[src/rtl/packet_merge_arb.sv]
// packet_merge_arb: two-into-one merge stage for router packets.
// Each input is buffered in a small FIFO. A round-robin arbiter picks a
// non-empty FIFO whenever the registered output stage can load, and the
// packet bits pass through unmodified.
// Optional feature macro: MERGE_STATS_EN adds saturating per-input grant
// counters (grant_cnt0 / grant_cnt1).
module packet_merge_arb #(
  parameter int WIDTH = 11,
  parameter int DEPTH = 4,
  parameter int CNT_W = 16
) (
  input  logic             clk,
  input  logic             rst_n,
  input  logic             in0_valid,
  input  logic [WIDTH-1:0] in0_data,
  output logic             in0_ready,
  input  logic             in1_valid,
  input  logic [WIDTH-1:0] in1_data,
  output logic             in1_ready,
  output logic             out_valid,
  output logic [WIDTH-1:0] out_data,
  input  logic             out_ready
`ifdef MERGE_STATS_EN
  ,
  output logic [CNT_W-1:0] grant_cnt0,
  output logic [CNT_W-1:0] grant_cnt1
`endif
);

  localparam int AW = $clog2(DEPTH);
  localparam logic [AW:0] C_FULL = (AW + 1)'(DEPTH);

  // Elaboration-time sanity check of the configuration.
  if (DEPTH < 2 || (DEPTH & (DEPTH - 1)) != 0 || CNT_W < 1) begin : g_bad_cfg
    $error("packet_merge_arb: DEPTH must be a power of two >= 2 and CNT_W >= 1");
  end

  typedef enum logic {
    S_EMPTY = 1'b0,
    S_FULL  = 1'b1
  } state_t;

  state_t           r_state;
  logic [WIDTH-1:0] r_out_data;
  logic             r_rr;
  logic             r_live;

  logic [WIDTH-1:0] r_mem  [2][DEPTH];
  logic [AW-1:0]    r_wptr [2];
  logic [AW-1:0]    r_rptr [2];
  logic [AW:0]      r_cnt  [2];

  logic [WIDTH-1:0] w_in_data [2];
  logic [1:0]       w_in_valid;
  logic [1:0]       w_ready;
  logic [1:0]       w_push;
  logic [1:0]       w_pop;
  logic [1:0]       w_ne;
  logic             w_any;
  logic             w_gnt;
  logic             w_load;

  // Input mapping, FIFO status and round-robin grant selection.
  always_comb begin
    w_in_data[0]  = in0_data;
    w_in_data[1]  = in1_data;
    w_in_valid    = {in1_valid, in0_valid};
    for (int unsigned i = 0; i < 2; i++) begin
      // Ready comes only from the registered count, so a pop in the same
      // cycle never opens a full FIFO; r_live keeps it low through reset.
      w_ready[i] = r_live && (r_cnt[i] != C_FULL);
      w_ne[i]    = (r_cnt[i] != '0);
    end
    w_push = w_in_valid & w_ready;
    w_any  = |w_ne;
    w_gnt  = (w_ne[0] && w_ne[1]) ? r_rr : w_ne[1];
    w_load = (r_state == S_EMPTY) || out_ready;
    w_pop  = '0;
    if (w_load && w_any) begin
      w_pop[0] = !w_gnt;
      w_pop[1] = w_gnt;
    end
  end

  // Ready enable: low during reset, high from the first edge after release.
  always_ff @(posedge clk or negedge rst_n) begin
    if (!rst_n) begin
      r_live <= 1'b0;
    end else begin
      r_live <= 1'b1;
    end
  end

  // FIFO storage writes (contents need no reset; count gates visibility).
  always_ff @(posedge clk) begin
    for (int unsigned i = 0; i < 2; i++) begin
      if (w_push[i]) begin
        r_mem[i][r_wptr[i]] <= w_in_data[i];
      end
    end
  end

  // FIFO pointers and occupancy counts; pointers wrap modulo DEPTH.
  always_ff @(posedge clk or negedge rst_n) begin
    if (!rst_n) begin
      for (int unsigned i = 0; i < 2; i++) begin
        r_wptr[i] <= '0;
        r_rptr[i] <= '0;
        r_cnt[i]  <= '0;
      end
    end else begin
      for (int unsigned i = 0; i < 2; i++) begin
        if (w_push[i]) begin
          r_wptr[i] <= r_wptr[i] + 1'b1;
        end
        if (w_pop[i]) begin
          r_rptr[i] <= r_rptr[i] + 1'b1;
        end
        if (w_push[i] && !w_pop[i]) begin
          r_cnt[i] <= r_cnt[i] + 1'b1;
        end else if (!w_push[i] && w_pop[i]) begin
          r_cnt[i] <= r_cnt[i] - 1'b1;
        end
      end
    end
  end

  // Output stage FSM: load the granted FIFO head and flip the rr pointer.
  always_ff @(posedge clk or negedge rst_n) begin
    if (!rst_n) begin
      r_state    <= S_EMPTY;
      r_out_data <= '0;
      r_rr       <= 1'b0;
    end else if (w_load) begin
      if (w_any) begin
        r_out_data <= r_mem[w_gnt][r_rptr[w_gnt]];
        r_state    <= S_FULL;
        r_rr       <= !w_gnt;
      end else begin
        r_state <= S_EMPTY;
      end
    end
  end

  assign in0_ready = w_ready[0];
  assign in1_ready = w_ready[1];
  assign out_valid = (r_state == S_FULL);
  assign out_data  = r_out_data;

`ifdef MERGE_STATS_EN
  logic [CNT_W-1:0] r_gcnt0;
  logic [CNT_W-1:0] r_gcnt1;

  // Saturating grant counters, one increment per load granted to an input.
  always_ff @(posedge clk or negedge rst_n) begin
    if (!rst_n) begin
      r_gcnt0 <= '0;
      r_gcnt1 <= '0;
    end else begin
      if (w_pop[0] && (r_gcnt0 != '1)) begin
        r_gcnt0 <= r_gcnt0 + 1'b1;
      end
      if (w_pop[1] && (r_gcnt1 != '1)) begin
        r_gcnt1 <= r_gcnt1 + 1'b1;
      end
    end
  end

  assign grant_cnt0 = r_gcnt0;
  assign grant_cnt1 = r_gcnt1;
`endif

endmodule
[config.mk]
export PLATFORM = sky130hd
export DESIGN_NAME = packet_merge_arb
export DESIGN_NICKNAME = d
export VERILOG_FILES = /design/src/rtl/packet_merge_arb.sv
export SDC_FILE = /design/constraint.sdc
export NUM_CORES = 1
export LEC_CHECK = 0
export ABC_AREA = 0
export CORE_ASPECT_RATIO = 0.75
export CORE_UTILIZATION = 25
export CTS_CLUSTER_SIZE = 40
export DETAILED_ROUTE_END_ITERATION = 10
export SYNTH_ARGS = -nofsm -noshare
export SYNTH_HDL_FRONTEND = slang
export SYNTH_SLANG_ARGS = --single-unit
export TNS_END_PERCENT = 10
[constraint.sdc]
create_clock -name clk -period 2.3 [get_ports clk]
set_input_delay 0.345 -clock clk [delete_from_list [all_inputs] [get_ports clk]]
set_output_delay 0.345 -clock clk [all_outputs]
set_load 0.1 [all_outputs]
-- Yosys cells after proc, flatten, opt, wreduce, memory -nomap -nowiden
Memories as Yosys holds them, arrays and structs flattened.
Index checks and enable logic that the tools add are counted.
- register bits after elaboration: 28
- memory bits (writable): 88
- bits of input ports: 27
- output and inout port bits: 14
- logic and storage cells: 76
- memories: 1
- $add $sub $neg: 8
- $lt $le $gt $ge: 6
- equality and inequality tests: 2
- multiplexer cells: 21
- bitwise operators: 6
- reduce and logical (&&, ||, !) cells: 22
- memory list (memory ; depth ; width ; read ports ; clocked after memory_dff ; wr ports ; RTL line ; text):
    r_mem ; 2 ; 44 ; 1 ; 0 ; 2 ; 48 ; logic [WIDTH-1:0] r_mem [2][DEPTH];
- operator list (operator ; number):
    2-to-1 mux 44 bit ; 2
    demux 11 bit (select 2 bit) ; 2
    2-to-1 mux 11 bit ; 4
    binary-select mux 11 bit (select 2 bit) ; 1
    2-to-1 mux 3 bit ; 4
    logical AND 1 bit ; 10
    >= comparator 3 bit, second input constant ; 3
    NOT 2 -> 3 bit ; 3
    adder 2 x 1 -> 2 bit, second input constant ; 4
    2-to-1 mux 2 bit ; 4
    adder 3 x 1 -> 3 bit, second input constant ; 2
    less-than comparator 3 x 1 -> 1 bit, second input constant ; 2
    != test 3 bit, second input constant ; 2
    nonzero test 3 bit ; 2
    subtractor 3 x 1 -> 3 bit, second input constant ; 2
    logical NOT 1 bit ; 5
    2-to-1 mux 1 bit ; 4
    nonzero test 2 bit ; 2
    bitwise AND 2 bit ; 1
    >= comparator 2 bit, second input constant ; 1
    NOT 1 -> 2 bit ; 1
    AND reduction 2 bit ; 1
    OR reduction 2 bit ; 1
    logical OR 1 bit ; 1
    NOT 1 bit ; 1

-- Longest topological paths before layout
Gate-level depths: netlist (run 1).
- word-level depth: 11
- gate-level depth with buffers: 10
- depth with buffers taken out: 9

-- Worst setup path before layout (run 1)
No wires, ideal clock.
- path kind: register to register
- start point: register r_cnt[3] in the netlist's numbering
- end point: register r_cnt[5] in the netlist's numbering
- setup time: 79 ps
- arrival time: 4301 ps
- required time: 2221 ps
- slack: -2080 ps
- cell stages (with the launch flop): 10
- buffers on the path: 0
- clock period less this slack: 4380 ps
- path through: dfrtp_1 nor2_1 a21boi_0 and2_1 ha_1 inv_1 fa_1 xor2_1 nor2_1 xor2_1
- elaborated cells between the ends (all ways): 19
- those cells by class: 2 x add/sub; 1 x eq/ne; 4 x mux; 1 x bitwise; 11 x reduce/logical
- RTL lines (element ; RTL line ; text):
    from (decl) ; 51 ; logic [AW:0] r_cnt [2];
    from (signal, indexed assignment) ; 120 ; r_cnt[i] <= r_cnt[i] + 1'b1;
    from (signal, indexed assignment) ; 122 ; r_cnt[i] <= r_cnt[i] - 1'b1;
    != test 3 bit * ; 71 ; w_ready[i] = r_live && (r_cnt[i] != C_FULL);
    logical AND 1 bit * ; 71 ;
    named net in0_ready ; 16 ; output logic in0_ready,
    bitwise AND 2 bit * ; 74 ; w_push = w_in_valid & w_ready;
    named net w_push[0] ; 56 ; logic [1:0] w_push;
    logical NOT 1 bit ; 121 ; end else if (!w_push[i] && w_pop[i]) begin
    logical AND 1 bit ; 121 ;
    nonzero test 2 bit (no source line) ; -- ;
Mark *: on every way through the listed nets, which the timed path passes. The rest lies on a longest branch. The select of a mux whose other input is x is not followed.
A chain may end at the register's enable or synchronous reset.

-- Worst setup path in the final report (run 1)
- start point: register r_cnt[4] in the netlist's numbering
- end point: register r_cnt[1] in the netlist's numbering
- cells in the longest elaborated chain, start to end: 7
- elaborated cells between the ends (all ways): 11
- those cells by class: 3 x mux; 8 x reduce/logical
- RTL lines (element ; RTL line ; text):
    nonzero test 3 bit * ; 72 ; w_ne[i] = (r_cnt[i] != '0);
    logical AND 1 bit / OR reduction 2 bit (equally long branches) ; 76, 75 ;
    2-to-1 mux 1 bit / logical AND 1 bit (equally long branches) ; 76, 79 ;
    2-to-1 mux 2 bit * ; 79 ; if (w_load && w_any) begin
    logical NOT 1 bit ; 119 ; if (w_push[i] && !w_pop[i]) begin
    logical AND 1 bit ; 119 ;
    2-to-1 mux 3 bit / nonzero test 2 bit (equally long branches) ; -- ;
Every way passes the cells marked *; elsewhere a longest branch is shown, timed or not.

==> qor.csv, run 1 <==
metric,value,unit
grt.busiest_layer,met2,
drtAntennaViolNets,0,
slew_viol_final,0,
relSlewSlack,51.1,%
grt_pass1_wl,16100,µm
met3_usage,3.03,%
finalNetCount,397,
placedCellCount,586,
required,2.59,ns
grtUsageTotal,11.4,%
status,"finished, final reports clean",
setup_viol,0,
clock_latency,0.41,ns
pwr-share-clk,29.3,%
drcViolationCount,0,
synth.top_cells.by_count,"88 x edfxtp_1, 28 x dfrtp_1, 28 x mux2i_1",
grt_pass1_vias,2960,
p_int,5.69,mW
use_met2,17.4,%
p_leak,2.34,nW
io_buffers,40,
syn2layout_area_growth,31.3,%
peakVddDrop,0.00109,V
cts_root_buf,clkbuf_16,
power.density,1410,nW/µm²
ys.flop_type,edfxtp_1,
drive_gt1_share,32.3,%
rr_worst_depth,7,
hp-class,input port to asynchronous set/reset pin,
timing_hold_violations_final,0,
viasPerCell,4.28,
grt_max_degree,29,
crit_path_end_kind,register,
io_pins,41,
ys_ff_latch,116,
maxCapViolations,0,
firstDrtPassIters,4,
synth.area.top_cells,"edfxtp_1 55%, dfrtp_1 15%, mux2i_1 5.8%, mux2_2 4.2%, mux4_2 3.8%",
synthArstFlopShare,24.1,%
r2r-start,r_cnt[4],
synth_top_cell_area_share,55.1,%
antenna_found_initial,0,
dpl-instance-area,5700,µm²
final_cells,618,
crit_path_max_incr_delay,0.44,ns
worstSetupPathType,register to register,
clock_path_buffers,2,
max_freq,0.460,GHz
synth_cell_type_count,38,
use_met1,14.9,%
synthCells,279,
fin_skew,0.00690,ns
finalSetupTns,0,ns
synth_top_area_cell,edfxtp_1,
fin_crit_sh,94.5,%
crit_chain,"or3_4, a21oi_2, nand2_2, ha_4, inv_1, fa_2, mux2_2",
cts_tree,built,
drt_first_iter_violations,202,
synth-edff-count,88,
power_frac_seq,34.0,%
synth_most_common_cell,edfxtp_1,
htree_levels,4,
rsz0062_at_grt,false,
place.gp.congestion,0.747,
synth.avg_cell_area,17.2,µm²
grt-ovfl-total,0,
rows,43,
clkTransAtPathRegs,0.06,ns
die_area,19800,µm²
seq_area_frac_synth,69.7,%
drt-wirelength-per-cell,16.5,µm
die_x,162,µm
die_y,122,µm
drt_wl_total,10200,µm
numClockSinks,116,
cp-start-kind,register,
p_sw,3.21,mW
numCtsBuffers,17,
switching_share,36.0,%
yosysWarnings,0,
core-area,18600,µm²
syn_area,4800,µm²
start_util,25.8,%
finalCriticalPeriod,2.17,ns
combPwrFrac,36.7,%
hpwl,7270,µm
critPathMaxFanout,6,
worst_pin_slew,0.715,ns
critical_path_arrival,2.46,ns
final_area,6300,µm²
post_cts_buffers,0,
vias,2646,
startpoint,r_cnt[4],
diodes,0,
cpMaxStageDelayCell,or3_4,
synth_fp_nets,318,
final timing paths:
| kind | slack [ns] | endpoint |
|---|---|---|
| min in group clk | 0.48 | out_data[6] |
| max in group asynchronous | 1.62 | r_cnt[1] |
| hold / removal | 0.33 | out_data[7] |
| hold reg to reg | 0.48 | out_data[6] |
| setup / recovery | 0.13 | r_cnt[1] |
| setup reg to reg | 0.13 | r_cnt[1] |
timing repair:
item | 4_1_cts | 5_1_grt
resized for setup | 0 | 2
hold buffers | 0 | 0
setup endpoints to repair | 0 | 1
final cells by class:
| cell class | instances | area, µm² |
|---|---|---|
| clock buffers | 18 | 429 |
| flip-flops and latches | 116 | 3350 |
| clock inverters | 14 | 164 |
| well taps | 247 | 309 |
| inverters | 8 | 30.0 |
| fillers | 1807 | 12300 |
| repair buffers | 69 | 596 |
| multi-input cells | 146 | 1430 |
flip-flops by register name, indices dropped and copies added, names as in the netlist:
register and cells:
out_data 11, r_rptr 4, r_wptr 4, r_mem 88, out_valid 1, r_rr 1
r_live 1, r_cnt 6
worst max-delay path, delay by kind of cell (launching register included):
family	cells	cell delay (ns)
fa+ha+maj	2	0.59
simple gates	2	0.55
flops	1	0.40
mux	1	0.27
compound gates	1	0.19
buf+inv	1	0.06
metal layers:
layer	routed length [µm]	part of all wire (%)	up-vias
met1	4830	47	1338
met2	4700	46	53
met5	0	0	-
met4	168	1.6	0
li1	-	-	1240
met3	502	4.9	15
through the flow:
step | util, % | total power [mW] | hold slack [ns] | setup slack, ns
after global placement | 30.6 | 6.25 | 0.463 | -0.0340
final | 33.8 | 8.90 | 0.330 | 0.127
after detailed placement | 30.6 | 6.35 | 0.475 | -0.0983
after floorplan | - | 5.43 | 0.0494 | -0.0920
after CTS | 33.8 | 8.99 | 0.351 | 0.0662
after global routing | 33.8 | 9.36 | 0.361 | 0.0488
layout by cell type, fill, tap and decap left out, types with 4 or more instances in the layout:
cell,n
o221ai_1,7
a31oi_1,4
a2111oi_0,4
clkbuf_16,17
edfxtp_1,88
clkdlybuf4s50_1,26
mux4_2,8
and3_1,8
clkinv_2,4
dfrtp_1,25
clkinvlp_4,6
ha_1,8
xnor2_1,8
inv_1,7
xor2_1,4
nand2_1,12
buf_4,42
nor2_1,4
mux2_2,18
mux2i_1,28
cells by family (layout without fill, tap and decap cells):
logic type      Yosys count  after routing  synth area share [%]
mux                      54             54                  13.8
compound gates           29             29                  4.54
fa+ha+maj                12             12                  3.44
simple gates             38             38                  4.17
flops                   116            116                  69.7
other cells               1              1                0.0781
xor+xnor                 12             12                  2.19
buf+inv                  17            109                  2.11
power by group through the flow:
stage / logic [mW] / clock network (mW) / registers [mW]
2_1_floorplan: 1.77 / 0 / 3.65
3_3_place_gp: 3.21 / 0 / 3.04
3_5_place_dp: 3.29 / 0 / 3.06
4_1_cts: 3.30 / 2.66 / 3.03
5_1_grt: 3.52 / 2.75 / 3.08
6_report: 3.27 / 2.61 / 3.02
(Power assumes the default switching activity.)
==> run 2, diff against run 1 <==
--- a/config.mk
+++ b/config.mk
@@ -5,8 +5,7 @@
 export SDC_FILE = /design/constraint.sdc
 export NUM_CORES = 1
 export LEC_CHECK = 0
-export ABC_AREA = 0
-export CORE_ASPECT_RATIO = 0.75
+export CORE_ASPECT_RATIO = 1.2
 export CORE_UTILIZATION = 25
 export CTS_CLUSTER_SIZE = 40
 export DETAILED_ROUTE_END_ITERATION = 10
==> constraint.sdc (replaced) <==
create_clock -name clk -period 2.14 [get_ports clk]
set_input_delay 0.321 -clock clk [delete_from_list [all_inputs] [get_ports clk]]
set_output_delay 0.321 -clock clk [all_outputs]
set_load 0.1 [all_outputs]
==> run 2 against run 1 <==
Compared with the run above: maximum frequency rose by 3.2%; clock skew rose by 0.0020 ns; final cell count rose by 2.3%; wire length fell by 1.0%; via count rose by 0.87%; cell area rose by 1.1%; register-to-register slack got worse by 0.09 ns.
==> qor.csv, run 2 (same netlist as run 1, synthesis figures left out) <==
metric,value,unit,change
status,"finished, final reports clean",,
drtAntennaViolNets,0,,unchanged
finalCriticalPeriod,2.11,ns,-0.0682 ns
r2r-start,r_cnt[4],,
grt_pass1_wl,15800,µm,-2.1%
worstReg2RegEnd,r_cnt[1],,
grt_max_degree,29,,unchanged
use_met1,13.6,%,-1.3 points
p_sw,3.45,mW,+7.7%
pwr-share-clk,29.1,%,-0.2 points
slew_viol_final,0,,unchanged
numCtsBuffers,17,,unchanged
relSlewSlack,66.5,%,+15 points
io_pins,41,,unchanged
drcViolationCount,0,,unchanged
maxCapViolations,0,,unchanged
final_cell_mix,"88 x edfxtp_1, 46 x buf_4, 28 x mux2i_1",,
grtUsageTotal,11.1,%,-0.22 points
clkTransAtPathRegs,0.06,ns,about the same
start_util,25.5,%,-0.33 points
vias,2669,,+0.87%
final_common_cell,edfxtp_1,,
clock_latency,0.42,ns,about the same
worstSetupPathType,register to register,,
timing_hold_violations_final,0,,unchanged
max_freq,0.475,GHz,+3.2%
io_buffers,40,,unchanged
rr_worst_depth,7,,unchanged
drive_gt1_share,34.3,%,+2.0 points
use_met2,17.9,%,+0.56 points
place_ws,-0.274,ns,-0.176 ns
fin_crit_sh,98.4,%,+3.9 points
crit_chain,"or3_4, a21oi_2, nand2_2, ha_4, inv_1, fa_2, mux2_2",,
peakVddDrop,0.000907,V,-17%
met3_usage,3.69,%,+0.66 points
grt_pass1_vias,2819,,-4.8%
die_y,154,µm,+26%
diodes,0,,unchanged
numClockSinks,116,,unchanged
power.density,1510,nW/µm²,+7.1%
critPathMaxFanout,3,,-3
hp-class,input port to asynchronous set/reset pin,,
p_leak,2.38,nW,+1.9%
setup_viol,0,,unchanged
p_int,6.18,mW,+8.6%
die_x,128,µm,-21%
required,2.43,ns,-0.16 ns
place.gp.congestion,0.792,,+6.0%
ff2ff_setup_slack,0.03,ns,-0.09 ns
ctsHoldBuffers,0,,unchanged
fin_skew,0.00889,ns,+0.00199 ns
cp-start-kind,register,,
setup_ws,0.0347,ns,-0.0918 ns
drt-wirelength-per-cell,16.0,µm,-3.2%
rows,55,,+28%
rsz0062_at_grt,true,,
cts_tree,built,,
core-area,18900,µm²,+1.3%
hpwl,7110,µm,-2.2%
grt.busiest_layer,met2,,
crit_path_end_kind,register,,
grt-ovfl-total,0,,unchanged
combPwrFrac,37.7,%,+1.0 points
cts_root_buf,clkbuf_16,,
cpMaxStageDelayCell,fa_2,,
drt_first_iter_violations,165,,-18%
final_core_utilization,33.8,%,-0.060 points
worst_pin_slew,0.503,ns,-0.212 ns
htree_levels,4,,unchanged
antenna_found_initial,0,,unchanged
switching_share,35.8,%,-0.20 points
drt_wl_total,10100,µm,-1.0%
clock_path_buffers,2,,unchanged
die_area,19800,µm²,about the same
syn2layout_area_growth,32.7,%,
power_frac_seq,33.3,%,-0.7 points
finalNetCount,402,,+1.3%
critical_path_arrival,2.40,ns,-0.06 ns
largest_reg_flops,88,,unchanged
firstDrtPassIters,4,,unchanged
viasPerCell,4.22,,-1.4%
crit_path_max_incr_delay,0.42,ns,-0.02 ns
run 2: worst max-delay path: cells and delay by family, from the launching register on:
family / cells / cell delay, ns
adders and majority gates: 2 / 0.59
DFF: 1 / 0.40
buffers and inverters: 1 / 0.06
and+or+nand+nor: 2 / 0.50
AOI/OAI and AO/OA: 1 / 0.17
muxes: 1 / 0.26
run 2: power groups by stage:
stage / Sequential (mW) / Combinational, mW / Clock, mW
finish: 3.21 / 3.63 / 2.80
global route: 3.25 / 3.88 / 2.96
CTS: 3.20 / 3.65 / 2.86
detailed placement: 3.24 / 3.63 / 0
global placement: 3.22 / 3.52 / 0
floorplan: 3.93 / 1.91 / 0
run 2: final cells by class:
| cell class | instances | area (µm²) |
|---|---|---|
| Fill cell | 1840 | 12500 |
| Sequential cell | 116 | 3350 |
| Multi-Input combinational cell | 146 | 1440 |
| Timing Repair Buffer | 74 | 646 |
| Clock buffer | 17 | 425 |
| Tap cell | 256 | 320 |
| Clock inverter | 15 | 165 |
| Inverter | 8 | 30.0 |
run 2: metal layers:
metal / wire length [µm] / vias to the layer above
li1: - / 1245
met1: 4290 / 1343
met2: 5100 / 67
met3: 535 / 14
met4: 161 / 0
met5: 0 / -
run 2: how the worst max path moves through the flow:
stage          startpoint        to  cells after the start
2_1_floorplan    r_cnt[3]  r_cnt[5]                      9
3_3_place_gp    out_ready  r_cnt[4]                      8
3_5_place_dp    out_ready  r_cnt[4]                      8
4_1_cts          r_cnt[4]  r_cnt[1]                      7
5_1_grt          r_cnt[3]  r_cnt[5]                     10
6_report         r_cnt[4]  r_cnt[1]                      7
run 2: what timing repair did:
action,in CTS,in global routing
setup buffers,0,0
endpoints found under the setup margin,1,4
gates resized for setup,1,4
endpoints found under the hold margin,0,0
run 2: stage by stage:
step	TNS, ns	instances	total power [mW]	area (µm²)	hold slack, ns
after floorplan	-0.941	279	5.83	4870	0.0254
after global placement	-0.331	600	6.74	5760	0.466
after detailed placement	-0.722	600	6.87	5760	0.474
after CTS	0	632	9.71	6350	0.309
after global routing	-0.0329	632	10.1	6370	0.342
final	0	632	9.64	6370	0.313
==> run 3, diff against run 2 <==
--- a/config.mk
+++ b/config.mk
@@ -5,10 +5,12 @@
 export SDC_FILE = /design/constraint.sdc
 export NUM_CORES = 1
 export LEC_CHECK = 0
+export ABC_CLOCK_PERIOD_IN_PS = 2140
 export CORE_ASPECT_RATIO = 1.2
 export CORE_UTILIZATION = 25
 export CTS_CLUSTER_SIZE = 40
 export DETAILED_ROUTE_END_ITERATION = 10
+export SKIP_LAST_GASP = 1
 export SYNTH_ARGS = -nofsm -noshare
 export SYNTH_HDL_FRONTEND = slang
 export SYNTH_SLANG_ARGS = --single-unit
==> run 3 against run 2 <==
Compared with the run above: wire length shrank 0.26%; clock skew is essentially flat; register-to-register slack is essentially flat; via count shrank 0.41%; total power is essentially flat; die area is the same; first-iteration DRC count grew 27%; largest power group unchanged.
==> qor.csv, run 3 (same netlist as run 1, synthesis figures left out) <==
metric,value,unit,change
worstSetupPathType,register to register,,
die_y,154,µm,unchanged
finalCriticalPeriod,2.11,ns,+0.00643 ns
clkTransAtPathRegs,0.06,ns,about the same
timing_hold_violations_final,0,,unchanged
numClockSinks,116,,unchanged
die_x,128,µm,unchanged
hpwl,7110,µm,unchanged
rows,55,,unchanged
p_total,9.63,mW,about the same
core-area,18900,µm²,unchanged
diodes,0,,unchanged
setup_viol,0,,unchanged
ctsHoldBuffers,0,,unchanged
io_buffers,40,,unchanged
required,2.43,ns,about the same
grt_pass1_vias,2819,,unchanged
cts_tree,built,,
cts_root_buf,clkbuf_16,,
io_pins,41,,unchanged
syn2layout_area_growth,32.7,%,about the same
maxCapViolations,0,,unchanged
fin_crit_sh,98.7,%,+0.30 points
slew_viol_final,0,,unchanged
p_leak,2.38,nW,about the same
grtUsageTotal,11.1,%,unchanged
die_area,19800,µm²,unchanged
final_cell_mix,"88 x edfxtp_1, 46 x buf_4, 28 x mux2i_1",,
viasPerCell,4.21,,-0.41%
post_cts_buffers,0,,unchanged
antenna_found_initial,0,,unchanged
worst_pin_slew,0.514,ns,+0.0116 ns
max_freq,0.474,GHz,-0.30%
critical_path_arrival,2.40,ns,about the same
peakVddDrop,0.000910,V,+0.34%
final_common_cell,edfxtp_1,,
status,"finished, final reports clean",,
relSlewSlack,65.7,%,-0.77 points
finalNetCount,402,,unchanged
cp-start-kind,register,,
crit_path_end_kind,register,,
fin_skew,0.00859,ns,-0.000303 ns
drt-wirelength-per-cell,15.9,µm,-0.26%
clock_latency,0.42,ns,about the same
drt_first_iter_violations,209,,+27%
clock_path_buffers,2,,unchanged
grt_max_degree,29,,unchanged
power.density,1510,nW/µm²,about the same
drtAntennaViolNets,0,,unchanged
critPathMaxFanout,3,,unchanged
finalSetupTns,0,ns,unchanged
drcViolationCount,0,,unchanged
drt_wl_total,10100,µm,-0.26%
vias,2658,,-0.41%
grt-ovfl-total,0,,unchanged
hp-class,input port to asynchronous set/reset pin,,
numCtsBuffers,17,,unchanged
htree_levels,4,,unchanged
largest_reg_flops,88,,unchanged
rsz0062_at_grt,true,,
start_util,25.5,%,unchanged
firstDrtPassIters,4,,unchanged
place.gp.congestion,0.792,,unchanged
grt_pass1_wl,15800,µm,unchanged
drive_gt1_share,34.0,%,-0.27 points
==> run 3: cell counts in the layout (fill, tap and decap cells not counted) <==
Identical to the previous run, type by type.
==> run 3: layer usage <==
layer / routed length [µm] / vias to the layer above / track usage (%)
met2: 5090 / 77 / 17.9
met3: 605 / 13 / 3.69
met5: 0 / - / 0
li1: - / 1247 / -
met1: 4220 / 1321 / 13.6
met4: 148 / 0 / 4.65
==> run 3: final cells by class <==
type | count | area (µm²)
fill | 1839 | 12500
multi-input combinational | 146 | 1430
clock buffer | 17 | 425
timing repair buffer | 74 | 646
clock inverter | 15 | 165
inverter | 8 | 30.0
sequential | 116 | 3350
tap | 256 | 320
==> run 3: power by group <==
group	internal, mW	total, mW	switching (mW)
registers	2.89	3.20	0.312
clock network	1.81	2.80	0.991
logic	1.48	3.62	2.14
total	6.18	9.63	3.44
==> run 3: final timing paths <==
| kind | startpoint | to | slack [ns] | depth (start not counted) |
|---|---|---|---|---|
| setup / recovery | r_cnt[4] | r_cnt[1] | 0.03 | 7 |
| hold / removal | rst_n | out_data[4] | 0.31 | 2 |
| setup reg to reg | r_cnt[4] | r_cnt[1] | 0.03 | 7 |
| min in group clk | r_rptr[2] | r_rptr[2] | 0.47 | 1 |
| max in group asynchronous | rst_n | r_cnt[0] | 1.50 | 2 |
| hold reg to reg | r_rptr[2] | r_rptr[2] | 0.47 | 1 |
==> run 3: worst max-delay path, stage by stage, from the launching register on <==
cell and delay [ns]:
dfrtp_1 0.40, or3_4 0.41, a21oi_2 0.17, nand2_2 0.09, ha_4 0.18, inv_1 0.06, fa_2 0.42, mux2_2 0.26
==> run 3: per-stage QoR <==
step	worst slack [ns]	utilization (%)	area, µm²	cells	hold WS (ns)
after detailed placement	-0.274	30.6	5760	600	0.474
after floorplan	-0.252	-	4870	279	0.0254
after global routing	-0.0224	33.8	6370	632	0.342
after global placement	-0.160	30.6	5760	600	0.466
after CTS	0.0307	33.7	6350	632	0.309
final	0.0283	33.8	6370	632	0.311
==> run 3: timing repair <==
| action | 4_1_cts | 5_1_grt |
|---|---|---|
| pin swaps | 0 | 0 |
| endpoints found under the setup margin | 1 | 4 |
| resized for setup | 1 | 3 |
